===== src/rtl/clause_pkg.sv =====
// -----------------------------------------------------------------------------
// clause_pkg
// Shared types and default sizing for the clause evaluation pipeline.
//   lane_class_e  : per-lane classification result
//   implication_t : one implied assignment (variable, value, source clause)
//   DEF_*         : default parameter values used by the modules
// -----------------------------------------------------------------------------
`ifndef MAX_VARS_BITS
`define MAX_VARS_BITS 8
`endif

package clause_pkg;

    localparam int DEF_LITS     = 5;
    localparam int DEF_LANES    = 2;
    localparam int DEF_VAR_BITS = `MAX_VARS_BITS;
    localparam int DEF_CID_BITS = 16;
    localparam int DEF_DEPTH    = 4;

    typedef enum logic [2:0] {
        CL_EMPTY,
        CL_SAT,
        CL_UNIT,
        CL_CONFLICT,
        CL_OPEN
    } lane_class_e;

    // 'var' is a keyword, so the variable field is called var_idx.
    typedef struct packed {
        logic [DEF_VAR_BITS-1:0] var_idx;
        logic                    val;
        logic [DEF_CID_BITS-1:0] clause_id;
    } implication_t;

endpackage


===== src/rtl/clause_eval_pipe_classifier.sv =====
// -----------------------------------------------------------------------------
// clause_classifier
// Purely combinational classification of one clause (one lane).
//   mask/unassign/pole/val : per-literal state bits
//   lit_var                : variable index per literal
//   lane_class             : EMPTY / SAT / UNIT / CONFLICT / OPEN
//   imp_var / imp_val      : implied assignment, meaningful only for UNIT
// -----------------------------------------------------------------------------
module clause_classifier
    import clause_pkg::*;
#(
    parameter int LITS     = DEF_LITS,
    parameter int VAR_BITS = DEF_VAR_BITS
) (
    input  logic [LITS-1:0]               mask,
    input  logic [LITS-1:0]               unassign,
    input  logic [LITS-1:0]               pole,
    input  logic [LITS-1:0]               val,
    input  logic [LITS-1:0][VAR_BITS-1:0] lit_var,
    output lane_class_e                   lane_class,
    output logic [VAR_BITS-1:0]           imp_var,
    output logic                          imp_val
);

    logic [LITS-1:0] true_v;
    logic [LITS-1:0] free_v;
    logic            free_one_hot;

    assign true_v = mask & ~unassign & (val ^ pole);
    assign free_v = mask & unassign;

    // Exact one-hot test: non-zero and clearing the lowest set bit leaves zero.
    assign free_one_hot = (free_v != '0) && ((free_v & (free_v - LITS'(1))) == '0);

    always_comb begin
        // NOTE: every output of a combinational block gets a default first so
        // no path through the block can infer a latch.
        lane_class = CL_OPEN;
        if (mask == '0) begin
            lane_class = CL_EMPTY;
        end else if (true_v != '0) begin
            lane_class = CL_SAT;
        end else if (free_one_hot) begin
            lane_class = CL_UNIT;
        end else if (free_v == '0) begin
            lane_class = CL_CONFLICT;
        end
    end

    // With a one-hot free vector an OR of the selected entries is the mux.
    always_comb begin
        imp_var = '0;
        for (int i = 0; i < LITS; i++) begin
            if (free_v[i]) begin
                imp_var = imp_var | lit_var[i];
            end
        end
    end

    assign imp_val = ~|(free_v & pole);

endmodule


===== src/rtl/clause_eval_pipe.sv =====
// -----------------------------------------------------------------------------
// clause_eval_pipe
// One-stage, multi-lane clause evaluator. A beat of LANES clauses is held in a
// stage register, classified per lane, and its UNIT implications are pushed
// one per cycle into a DEPTH-entry FIFO. A CONFLICT lane discards the beat,
// raises a sticky flag and blocks intake until conflict_clear.
//   in_valid/in_ready      : beat handshake
//   in_clause_id           : ID of lane 0 (lane k = id + k, wrapping)
//   in_unassign/mask/pole/val/var : per-lane, per-literal clause state
//   out_valid/out_ready    : implication handshake, out_* is the FIFO head
//   conflict/conflict_clause_id : sticky flag and lowest conflicting lane ID
//   conflict_clear         : clears the flag and flushes the FIFO
//   busy                   : stage occupied or FIFO non-empty
// -----------------------------------------------------------------------------
module clause_eval_pipe
    import clause_pkg::*;
#(
    parameter int LITS     = DEF_LITS,
    parameter int LANES    = DEF_LANES,
    parameter int VAR_BITS = DEF_VAR_BITS,
    parameter int CID_BITS = DEF_CID_BITS,
    parameter int DEPTH    = DEF_DEPTH
) (
    input  logic                                   clk,
    input  logic                                   rst_n,
    input  logic                                   in_valid,
    output logic                                   in_ready,
    input  logic [CID_BITS-1:0]                    in_clause_id,
    input  logic [LANES-1:0][LITS-1:0]             in_unassign,
    input  logic [LANES-1:0][LITS-1:0]             in_mask,
    input  logic [LANES-1:0][LITS-1:0]             in_pole,
    input  logic [LANES-1:0][LITS-1:0]             in_val,
    input  logic [LANES-1:0][LITS-1:0][VAR_BITS-1:0] in_var,
    output logic                                   out_valid,
    input  logic                                   out_ready,
    output logic [VAR_BITS-1:0]                    out_var,
    output logic                                   out_val,
    output logic [CID_BITS-1:0]                    out_clause_id,
    output logic                                   conflict,
    output logic [CID_BITS-1:0]                    conflict_clause_id,
    input  logic                                   conflict_clear,
    output logic                                   busy
);

    localparam int PTR_BITS  = $clog2(DEPTH);
    localparam int CNT_BITS  = PTR_BITS + 1;
    localparam int LANE_BITS = (LANES > 1) ? $clog2(LANES) : 1;

    // Width-parametric counterpart of clause_pkg::implication_t.
    typedef struct packed {
        logic [VAR_BITS-1:0] var_idx;
        logic                val;
        logic [CID_BITS-1:0] clause_id;
    } imp_t;

    // ---------------- state ----------------
    logic                              stage_valid_q,   stage_valid_d;
    logic [CID_BITS-1:0]               stage_id_q,      stage_id_d;
    logic [LANES-1:0][LITS-1:0]        stage_unassign_q, stage_unassign_d;
    logic [LANES-1:0][LITS-1:0]        stage_mask_q,    stage_mask_d;
    logic [LANES-1:0][LITS-1:0]        stage_pole_q,    stage_pole_d;
    logic [LANES-1:0][LITS-1:0]        stage_val_q,     stage_val_d;
    logic [LANES-1:0][LITS-1:0][VAR_BITS-1:0] stage_var_q, stage_var_d;
    logic [LANES-1:0]                  pending_q,       pending_d;
    logic                              conflict_q,      conflict_d;
    logic [CID_BITS-1:0]               conflict_id_q,   conflict_id_d;
    logic [PTR_BITS-1:0]               wr_ptr_q,        wr_ptr_d;
    logic [PTR_BITS-1:0]               rd_ptr_q,        rd_ptr_d;
    logic [CNT_BITS-1:0]               count_q,         count_d;
    imp_t                              fifo_mem_q [DEPTH];

    // ---------------- per-lane classification ----------------
    lane_class_e                       lane_class [LANES];
    logic [LANES-1:0][VAR_BITS-1:0]    lane_var;
    logic [LANES-1:0]                  lane_val;
    logic [LANES-1:0]                  unit_vec;
    logic [LANES-1:0]                  conf_vec;

    for (genvar k = 0; k < LANES; k++) begin : g_lane
        clause_classifier #(
            .LITS     (LITS),
            .VAR_BITS (VAR_BITS)
        ) u_classifier (
            .mask       (stage_mask_q[k]),
            .unassign   (stage_unassign_q[k]),
            .pole       (stage_pole_q[k]),
            .val        (stage_val_q[k]),
            .lit_var    (stage_var_q[k]),
            .lane_class (lane_class[k]),
            .imp_var    (lane_var[k]),
            .imp_val    (lane_val[k])
        );
        assign unit_vec[k] = (lane_class[k] == CL_UNIT);
        assign conf_vec[k] = (lane_class[k] == CL_CONFLICT);
    end

    // ---------------- control ----------------
    logic [LANES-1:0]     pend;
    logic [LANES-1:0]     pend_left;
    logic [LANE_BITS-1:0] push_lane;
    logic [LANE_BITS-1:0] conf_lane;
    logic                 any_conflict;
    logic                 fifo_full;
    logic                 push;
    logic                 pop;
    logic                 retire;
    logic                 accept;
    logic                 flush;
    imp_t                 push_imp;
    imp_t                 head;

    assign out_valid = (count_q != '0);
    assign pop       = out_valid && out_ready;
    assign fifo_full = (count_q == CNT_BITS'(DEPTH));

    always_comb begin
        // pending_q is loaded all-ones on intake; masking with the live UNIT
        // vector turns it into "UNIT lanes not yet pushed".
        pend         = pending_q & unit_vec;
        any_conflict = stage_valid_q && (conf_vec != '0);

        // Descending scans so the lowest set lane wins.
        push_lane = '0;
        conf_lane = '0;
        for (int k = LANES - 1; k >= 0; k--) begin
            if (pend[k])     push_lane = LANE_BITS'(k);
            if (conf_vec[k]) conf_lane = LANE_BITS'(k);
        end

        push      = stage_valid_q && !any_conflict && (pend != '0) && !fifo_full;
        pend_left = pend;
        if (push) begin
            pend_left[push_lane] = 1'b0;
        end
        retire   = stage_valid_q && !any_conflict && (pend_left == '0);
        in_ready = !conflict_q && (!stage_valid_q || retire);
        accept   = in_valid && in_ready;
        flush    = conflict_q && conflict_clear;

        push_imp.var_idx   = lane_var[push_lane];
        push_imp.val       = lane_val[push_lane];
        push_imp.clause_id = stage_id_q + CID_BITS'(push_lane);

        // Stage register.
        stage_valid_d    = stage_valid_q;
        stage_id_d       = stage_id_q;
        stage_unassign_d = stage_unassign_q;
        stage_mask_d     = stage_mask_q;
        stage_pole_d     = stage_pole_q;
        stage_val_d      = stage_val_q;
        stage_var_d      = stage_var_q;
        pending_d        = pending_q;
        if (accept) begin
            stage_valid_d    = 1'b1;
            stage_id_d       = in_clause_id;
            stage_unassign_d = in_unassign;
            stage_mask_d     = in_mask;
            stage_pole_d     = in_pole;
            stage_val_d      = in_val;
            stage_var_d      = in_var;
            pending_d        = '1;
        end else if (retire || any_conflict) begin
            stage_valid_d = 1'b0;
            pending_d     = '0;
        end else if (push) begin
            pending_d = pending_q & ~(LANES'(1) << push_lane);
        end

        // Sticky conflict. A conflict can only be detected while the flag is
        // low (the stage is empty whenever it is high), so the two never race.
        conflict_d    = conflict_q;
        conflict_id_d = conflict_id_q;
        if (any_conflict) begin
            conflict_d    = 1'b1;
            conflict_id_d = stage_id_q + CID_BITS'(conf_lane);
        end else if (flush) begin
            conflict_d = 1'b0;
        end

        // FIFO pointers; DEPTH is a power of two so pointers wrap naturally.
        wr_ptr_d = wr_ptr_q;
        rd_ptr_d = rd_ptr_q;
        count_d  = count_q;
        if (flush) begin
            wr_ptr_d = '0;
            rd_ptr_d = '0;
            count_d  = '0;
        end else begin
            if (push) wr_ptr_d = wr_ptr_q + PTR_BITS'(1);
            if (pop)  rd_ptr_d = rd_ptr_q + PTR_BITS'(1);
            case ({push, pop})
                2'b10:   count_d = count_q + CNT_BITS'(1);
                2'b01:   count_d = count_q - CNT_BITS'(1);
                default: count_d = count_q;
            endcase
        end
    end

    // NOTE: sequential state is written with non-blocking assignments so every
    // flop samples the pre-edge value of every other flop.
    always_ff @(posedge clk or negedge rst_n) begin
        if (!rst_n) begin
            stage_valid_q    <= 1'b0;
            stage_id_q       <= '0;
            stage_unassign_q <= '0;
            stage_mask_q     <= '0;
            stage_pole_q     <= '0;
            stage_val_q      <= '0;
            stage_var_q      <= '0;
            pending_q        <= '0;
            conflict_q       <= 1'b0;
            conflict_id_q    <= '0;
            wr_ptr_q         <= '0;
            rd_ptr_q         <= '0;
            count_q          <= '0;
        end else begin
            stage_valid_q    <= stage_valid_d;
            stage_id_q       <= stage_id_d;
            stage_unassign_q <= stage_unassign_d;
            stage_mask_q     <= stage_mask_d;
            stage_pole_q     <= stage_pole_d;
            stage_val_q      <= stage_val_d;
            stage_var_q      <= stage_var_d;
            pending_q        <= pending_d;
            conflict_q       <= conflict_d;
            conflict_id_q    <= conflict_id_d;
            wr_ptr_q         <= wr_ptr_d;
            rd_ptr_q         <= rd_ptr_d;
            count_q          <= count_d;
        end
    end

    // NOTE: the storage array is not reset; the count gates every read, so
    // stale entries are never visible and the array stays plain RAM.
    always_ff @(posedge clk) begin
        if (push) begin
            fifo_mem_q[wr_ptr_q] <= push_imp;
        end
    end

    // Head outputs are forced to zero when empty so reset values hold without
    // resetting the array.
    assign head               = fifo_mem_q[rd_ptr_q];
    assign out_var            = out_valid ? head.var_idx   : '0;
    assign out_val            = out_valid ? head.val       : 1'b0;
    assign out_clause_id      = out_valid ? head.clause_id : '0;
    assign conflict           = conflict_q;
    assign conflict_clause_id = conflict_id_q;
    assign busy               = stage_valid_q || out_valid;

endmodule


===== config.mk =====
export PLATFORM = sky130hd
export DESIGN_NAME = clause_eval_pipe
export DESIGN_NICKNAME = d
export VERILOG_FILES = /design/src/rtl/clause_pkg.sv /design/src/rtl/clause_eval_pipe_classifier.sv /design/src/rtl/clause_eval_pipe.sv
export SDC_FILE = /design/constraint.sdc
export NUM_CORES = 1
export LEC_CHECK = 0
export CAP_MARGIN = 25
export CORE_MARGIN = 2
export CORE_UTILIZATION = 49
export CTS_CLUSTER_DIAMETER = 60
export DETAILED_ROUTE_END_ITERATION = 10
export PLACE_DENSITY_LB_ADDON = 0.1
export SETUP_SLACK_MARGIN = 0.02
export SYNTH_ARGS = -nofsm -noshare
export SYNTH_HDL_FRONTEND = slang
export SYNTH_SLANG_ARGS = --single-unit

===== constraint.sdc =====
create_clock -name clk -period 3.05 [get_ports clk]
set_input_delay 0.305 -clock clk [delete_from_list [all_inputs] [get_ports clk]]
set_output_delay 0.305 -clock clk [all_outputs]
set_load 0.01 [all_outputs]

==> results of run 1 <==
==> flip-flops by register name (all words and copies together) (netlist names), 3 cells and up <==
name / flops
count_q: 3
fifo_mem_q: 100
stage_val_q: 10
stage_var_q: 80
stage_mask_q: 10
conflict_clause_id: 16
stage_id_q: 16
stage_pole_q: 10
stage_unassign_q: 10
==> timing repair <==
action	CTS	global route
endpoints found under the setup margin	2	219
gates resized for setup	11	36
setup buffers	4	3
hold buffers	1	0
pin swaps	9	13
hold endpoints to repair	63	0
==> area by class of cell <==
class,count,area (um2)
fillers,1707,8080
flip-flops and latches,263,7080
multi-input cells,471,4430
repair buffers,250,2470
clock buffers,35,726
well taps,319,399
clock inverters,14,115
inverters,9,33.8
==> stage by stage <==
| stage | TNS (ps) | hold slack (ps) | util | setup WS [ps] |
|---|---|---|---|---|
| CTS | 0 | 345 | 0.647 | 2.32 |
| global route | -13.4 | 365 | 0.654 | -13.4 |
| finish | 0 | 348 | 0.654 | 103 |
| global placement | 0 | 342 | 0.608 | 53.7 |
| detailed placement | 0 | 348 | 0.608 | 7.60 |
| floorplan | 0 | 9.41 | - | 44.0 |
==> cell families after synthesis <==
group,Yosys count,share of synthesized area
simple gates,143,0.0655
flops,263,0.613
buf+inv,53,0.0222
xor+xnor,43,0.0332
mux,168,0.187
fa+ha+maj,10,0.0113
compound gates,107,0.0678
==> power groups by stage <==
stage	combinational (mW)	clock, mW	sequential, mW
2_1_floorplan	5.21	0	6.12
3_3_place_gp	7.84	0	6.37
3_5_place_dp	7.97	0	6.42
4_1_cts	8.13	3.19	6.36
5_1_grt	9.05	3.33	6.55
6_report	8.30	3.13	6.39
==> metal layers <==
| layer | global-route usage | part of all wire | vias up |
|---|---|---|---|
| met5 | 0 | 0.00050 | - |
| met4 | 0.0498 | 0.015 | 2 |
| met3 | 0.0331 | 0.041 | 30 |
| met2 | 0.354 | 0.49 | 156 |
| met1 | 0.305 | 0.46 | 3631 |
| li1 | - | - | 3400 |
==> synthesized netlist by cell type, types with 2 or more instances <==
cell	n
a22oi_1	14
a2111oi_0	9
o21ai_0	21
clkbuf_1	20
mux4_2	25
and2_1	43
nand4_1	4
mux2i_1	5
nor3b_1	3
nor4_1	2
a21bo_2	2
inv_1	9
a21oi_1	15
or2b_1	2
xnor2_1	30
ha_1	8
o32ai_1	3
xor2_1	12
o211a_1	2
and3_1	3
nand2_1	39
nor2_1	17
a31oi_1	8
mux2_2	107
buf_1	3
buf_6	3
dfrtp_1	163
buf_4	5
a22o_1	24
nand2b_1	9
mux2_1	31
o211ai_1	2
or4_1	2
edfxtp_1	100
nand3_1	12
buf_2	13
==> how the worst max path moves through the flow <==
stage / start / to / slack [ps] / depth (start not counted)
final: stage_mask_q[7] / in_ready / 100 / 10
after detailed placement: stage_pole_q[0] / count_q[2] / 8 / 11
after global placement: stage_mask_q[7] / in_ready / 50 / 9
after CTS: stage_mask_q[7] / fifo_mem_q[1][14] / 2 / 15
after floorplan: stage_mask_q[1] / count_q[2] / 40 / 11
after global routing: stage_pole_q[0] / in_ready / -10 / 9
==> worst register-to-register path, cell delays in order, from the launching register on <==
cell	delay [ps]
dfrtp_1	410
buf_4	150
and2_1	160
buf_6	150
o21ai_1	150
and3b_1	190
o211a_1	170
nand2_2	70
buf_4	220
a2111oi_0	600
buf_4	220
a31oi_1	90
==> run_results.csv, run 1 <==
group,metric,value,unit
logic_synthesis,synth_seq_area_share,0.613,
floorplan,core,23300,um2
clock_network,clk_latency,520,ps
setup_path,cp.required,2740,ps
setup_path,critPathMaxFanout,3,
timing,slew_headroom,0.540,
logic_synthesis,synth_ff_type,"dfrtp_1",
pwr,power_frac_seq,0.359,
logic_synthesis,synth_edf_count,100,
logic_synthesis,ys_ff_latch,263,
logic_synthesis,syn-num-nets,937,
logic_synthesis,syn-cell-area,11600,um2
detailed_routing,vias,7219,
floorplan,num_io_pins,186,
layout,drive_gt1_frac,0.263,
run_status,status,"completed",
layout,n_antenna_cell,0,
timing,final_max_slew_viol_count,0,
layout,final_cell_area,15300,um2
global_route,grtUsageTotal,0.215,
logic_synthesis,yosys_warnings,0,
logic_synthesis,ys_async_sr_fraction,0.620,
timing,fin_crit,2950,ps
clock_network,cts_buffer_depth,3,
layout,mostFrequentLayoutCell,"clkdlybuf4s50_1",
floorplan,dieHeight,158,um
timing,fmax,339,MHz
timing,finalSetupViolations,0,
layout,area_growth,32.0,%
pwr,clock_power_share,0.176,
placed_design,io_buffers,185,
setup_path,max_stage_delay,540,ps
setup_path,rrSetupSlack,150,ps
clock_network,cts.htree.levels,1,
logic_synthesis,netlist_top_cells_area,"dfrtp_1, edfxtp_1, mux2_2",
layout,final_cell_mix,"clkdlybuf4s50_1, dfrtp_1, mux2_2",
setup_path,critPathBufInv,3,
setup_path,cpLargestDelayFamily,"simple AND/OR/NAND/NOR gates",
floorplan,fp.dieArea,24800,um2
global_route,grt_max_degree,76,
logic_synthesis,synth_cell_types,53,
timing,grt_setup_unrepaired,"true",
pwr,swShare,0.341,
logic_synthesis,postSynthCellCount,787,
placed_design,post-dp-hpwl,18.3,mm
pwr,report.power.total,17.8,mW
global_route,antenna_found_initial,2,
timing,skew,12.6,ps
detailed_routing,antenna_left,0,
clock_network,cts_made_buffers,27,
placed_design,postPlaceCellArea,14200,um2
pwr,internal_power,11.7,mW
clock_network,cts_tree,"done",
logic_synthesis,syn_avg_cell_area,14.7,um2
setup_path,r2r_start,"stage_mask_q[7]",
setup_path,ff2ff_path_depth,11,
detailed_routing,routed_via_density,5.30,
setup_path,arrival,2640,ps
setup_path,critPathMostFrequentCell,"buf_4",
floorplan,start_util,0.495,
setup_path,worstSetupPathType,"flop to primary output",
layout,fin_cells,1361,
detailed_routing,first_iter_violations,360,
setup_path,critPathSlowestCell,"or4_4",
logic_synthesis,netlist.area_leader.share,0.353,
pwr,max-vdd-ir-drop,0.577,mV
clock_network,cts-root-buf,"clkbuf_16",
pwr,leakagePower,5.84,nW
clock_network,clock_sinks,263,
run,maxCapViolCount,0,
layout,finalNetCount,1172,
global_route,grt_pass1_wl,41.2,mm
detailed_routing,wl,26.1,mm
timing,tightest_slew,687,ps
global_route,grt_pass1_vias,7469,
global_route,overflow,0,
detailed_routing,wl_per_cell,19.2,um
setup_path,cp-start-kind,"flop",
pwr,p_sw,6.08,mW
floorplan,die_w,158,um
timing,finalHoldViolations,0,
detailed_routing,drc,0,
logic_synthesis,synth_top_area_cell,"dfrtp_1",
placed_design,dp.cells,1305,
timing,post-route-period-util,0.966,
worst_hold_path,hold_class,"input port to asynchronous set/reset pin",
clock_network,path_clk_slew,60,ps
pwr,power_frac_comb,0.466,
setup_path,crit_chain,"or4_4 > o32ai_4 > nor4_2 > buf_4 > o211ai_1 > buf_4 > maj3_2 > nand2b_4 > a21oi_2 > buf_4",
setup_path,cp-end-kind,"primary output",
setup_path,rr_endpoint,"fifo_mem_q[3][17]",
pwr,powerDensity,1170,nW/um2
placed_design,gp_congestion,0.809,
floorplan,rows,56,
detailed_routing,first_pass_iters,4,
No activity file was read; power rests on OpenSTA's default activity.
==> run 2: changes to the inputs <==
--- a/config.mk
+++ b/config.mk
@@ -5,6 +5,7 @@
 export SDC_FILE = /design/constraint.sdc
 export NUM_CORES = 1
 export LEC_CHECK = 0
+export ABC_AREA = 1
 export CAP_MARGIN = 25
 export CORE_MARGIN = 2
 export CORE_UTILIZATION = 49
@@ -12,6 +13,7 @@
 export DETAILED_ROUTE_END_ITERATION = 10
 export PLACE_DENSITY_LB_ADDON = 0.1
 export SETUP_SLACK_MARGIN = 0.02
+export SKIP_LAST_GASP = 1
 export SYNTH_ARGS = -nofsm -noshare
 export SYNTH_HDL_FRONTEND = slang
 export SYNTH_SLANG_ARGS = --single-unit
==> run 2 against run 1 <==
- count of clock-buffer cells in the layout grew 1
- area after synthesis is 6.5% higher
- cell area increased by 1.6%
- sequential power is 5.8% lower
- clock power rose by 7.3%
- global-route usage increased by 2.2 points
- critical endpoint is now count_q[2]
==> run_results.csv, run 2 <==
group,metric,value,unit
run_status,status,"completed",
layout,final_cell_mix,"nand2_1, clkdlybuf4s50_1, dfrtp_1",
detailed_routing,wl,31.3,mm
global_route,grt_max_degree,137,
layout,top_regs,"fifo_mem_q: 100 flops, stage_var_q: 80 flops",
timing,finalHoldViolations,0,
layout,area_growth,25.9,%
global_route,grtUsageTotal,0.238,
layout,n_antenna_cell,0,
setup_path,critPathBufInv,3,
logic_synthesis,yosys_warnings,0,
global_route,overflow,0,
logic_synthesis,synth_ff_type,"dfrtp_1",
layout,regArea,7080,um2
worst_hold_path,hold_class,"input port to flop",
layout,mostFrequentLayoutCell,"nand2_1",
global_route,top_usage_layer,"met2",
logic_synthesis,netlist_top_cells_area,"dfrtp_1, edfxtp_1, nand2_1",
timing,slew_headroom,0.451,
floorplan,start_util,0.494,
clock_network,path_clk_slew,60,ps
setup_path,rr_endpoint,"count_q[2]",
detailed_routing,vias,10087,
detailed_routing,first_iter_violations,704,
layout,fillers,2127,
timing,fin_crit,2870,ps
logic_synthesis,ys_async_sr_fraction,0.620,
detailed_routing,antenna_left,0,
pwr,leakagePower,6.77,nW
setup_path,cp-end-kind,"flop",
logic_synthesis,synth_cell_types,37,
timing,post-route-period-util,0.941,
clock_network,clk_latency,540,ps
setup_path,arrival,3350,ps
layout,finalNetCount,1656,
detailed_routing,first_pass_iters,5,
worst_hold_path,min_path_cells,3,
logic_synthesis,yosys-top-cells-count,"nand2_1, dfrtp_1, nor2_1",
global_route,grt_pass1_wl,49.8,mm
layout,largest_reg_flops,100,
setup_path,critPathMaxFanout,4,
logic_synthesis,synth_seq_area_share,0.575,
floorplan,die_w,162,um
setup_path,critPathSlowestCell,"dfrtp_1",
clock_network,cts_buffer_depth,3,
pwr,max-vdd-ir-drop,0.561,mV
setup_path,cp-start-kind,"flop",
global_route,antenna_found_initial,0,
placed_design,post-dp-hpwl,21.7,mm
worst_hold_path,whs_endpoint,"stage_var_q[78]",
clock_network,cts.htree.levels,1,
timing,grt_setup_unrepaired,"true",
placed_design,postPlaceCellArea,14500,um2
pwr,powerDensity,1060,nW/um2
setup_path,worstSetupPathType,"flop to flop",
setup_path,rrSetupSlack,180,ps
logic_synthesis,postSynthCellCount,1346,
floorplan,dieHeight,162,um
clock_network,clock_sinks,263,
setup_path,cpLargestDelayFamily,"simple AND/OR/NAND/NOR gates",
floorplan,rows,58,
logic_synthesis,syn-cell-area,12300,um2
setup_path,r2r_start,"stage_pole_q[2]",
detailed_routing,drc,0,
run,maxCapViolCount,0,
global_route,use_met1,0.317,
detailed_routing,routed_via_density,5.43,
logic_synthesis,syn_avg_cell_area,9.14,um2
clock_network,cts-root-buf,"clkbuf_16",
worst_hold_path,worstHoldStart,"in_var[78]",
layout,final_util,0.622,
floorplan,num_io_pins,186,
layout,fin_cells,1857,
setup_path,cp.required,3530,ps
timing,final_max_slew_viol_count,0,
global_route,grt_pass1_vias,9629,
clock_network,cts_made_buffers,28,
setup_path,critPathMostFrequentCell,"nand2_1",
logic_synthesis,netlist.area_leader.share,0.331,
layout,multi_input_area,4590,um2
timing,tightest_slew,823,ps
floorplan,fp.dieArea,26400,um2
detailed_routing,wl_per_cell,16.9,um
logic_synthesis,syn-num-nets,1496,
timing,skew,18.4,ps
logic_synthesis,synth.most_common_cell,"nand2_1",
layout,final_cell_area,15500,um2
floorplan,core,24900,um2
logic_synthesis,synth_top_area_cell,"dfrtp_1",
layout,top_register,"fifo_mem_q",
placed_design,dp.cells,1803,
timing,holdWs,331,ps
clock_network,cts_tree,"done",
setup_path,ff2ff_path_depth,17,
layout,drive_gt1_frac,0.0733,
global_route,met2_usage,0.414,
timing,finalSetupViolations,0,
setup_path,max_stage_delay,400,ps
timing,fmax,348,MHz
logic_synthesis,synth_edf_count,100,
placed_design,io_buffers,185,
global_route,met3_usage,0.0252,
setup_path,crit_chain,"or2_2 > nand3_1 > nand3_1 > nor2_2 > nand2_1 > nand2_1 > nand2_1 > o21bai_1 > inv_1 > fa_1 > xnor2_1 > inv_1 > nand3_1 > nand2_1 > inv_1 > nand2_1 > nand2_1",
logic_synthesis,ys_ff_latch,263,
placed_design,gp_congestion,0.883,
## run 2: cells by family after synthesis
logic type / after synthesis / synth area share
and+or+nand+nor: 743 / 0.264
DFF: 263 / 0.575
buffers and inverters: 155 / 0.0596
AOI/OAI and AO/OA: 146 / 0.0698
xor gates and xnor gates: 30 / 0.0213
adders and majority gates: 9 / 0.00976
## run 2: worst register-to-register path: stages (launching register included)
cell and delay, ps:
dfrtp_1 400, or2_2 300, nand3_1 70, nand3_1 90
nor2_2 240, nand2_1 140, nand2_1 120, nand2_1 80
o21bai_1 310, inv_1 100, fa_1 380, xnor2_1 240
inv_1 70, nand3_1 80, nand2_1 60, inv_1 40
nand2_1 40, nand2_1 60
## run 2: timing repair
item                                    4_1_cts  5_1_grt
buffers inserted                              0        2
endpoints found under the setup margin        1       21
pin swaps                                     0        4
hold endpoints to repair                     67        0
hold buffers                                  1        0
resized for setup                             4       14
## run 2: cell type report
cell class / instances / area share
Tap cell: 330 / 0.0267
Clock buffer: 36 / 0.0491
Clock inverter: 15 / 0.0111
Inverter: 66 / 0.0165
Sequential cell: 263 / 0.457
Timing Repair Buffer: 219 / 0.144
Multi-Input combinational cell: 928 / 0.296
## run 2: worst max-delay path by stage
stage                   startpoint                 to  depth (start not counted)
3_3_place_gp       stage_mask_q[8]  fifo_mem_q[0][14]                         16
2_1_floorplan      stage_mask_q[5]  fifo_mem_q[0][14]                         17
3_5_place_dp       stage_mask_q[5]  fifo_mem_q[1][14]                         16
5_1_grt            stage_pole_q[2]         count_q[2]                         17
6_report           stage_pole_q[2]         count_q[2]                         17
4_1_cts        stage_unassign_q[6]           in_ready                         11
## run 2: report_power, final
group	internal, mW	switching [mW]
Sequential	5.14	0.885
Combinational	2.58	4.38
Clock	2.02	1.35
Total	9.74	6.61
## run 2: per-layer routing
metal / share of wire / wire (um)
met1: 0.42 / 13200
met2: 0.50 / 15500
met3: 0.053 / 1660
met4: 0.029 / 901
met5: 0 / 0
## run 2: metrics by stage
step                worst slack (ps)  total power, mW  TNS (ps)
finish                           178             16.3         0
global placement                 369             12.8         0
global route                   -92.9             17.6      -399
CTS                             54.6             16.4         0
floorplan                       45.2             10.5         0
detailed placement               178             13.0         0
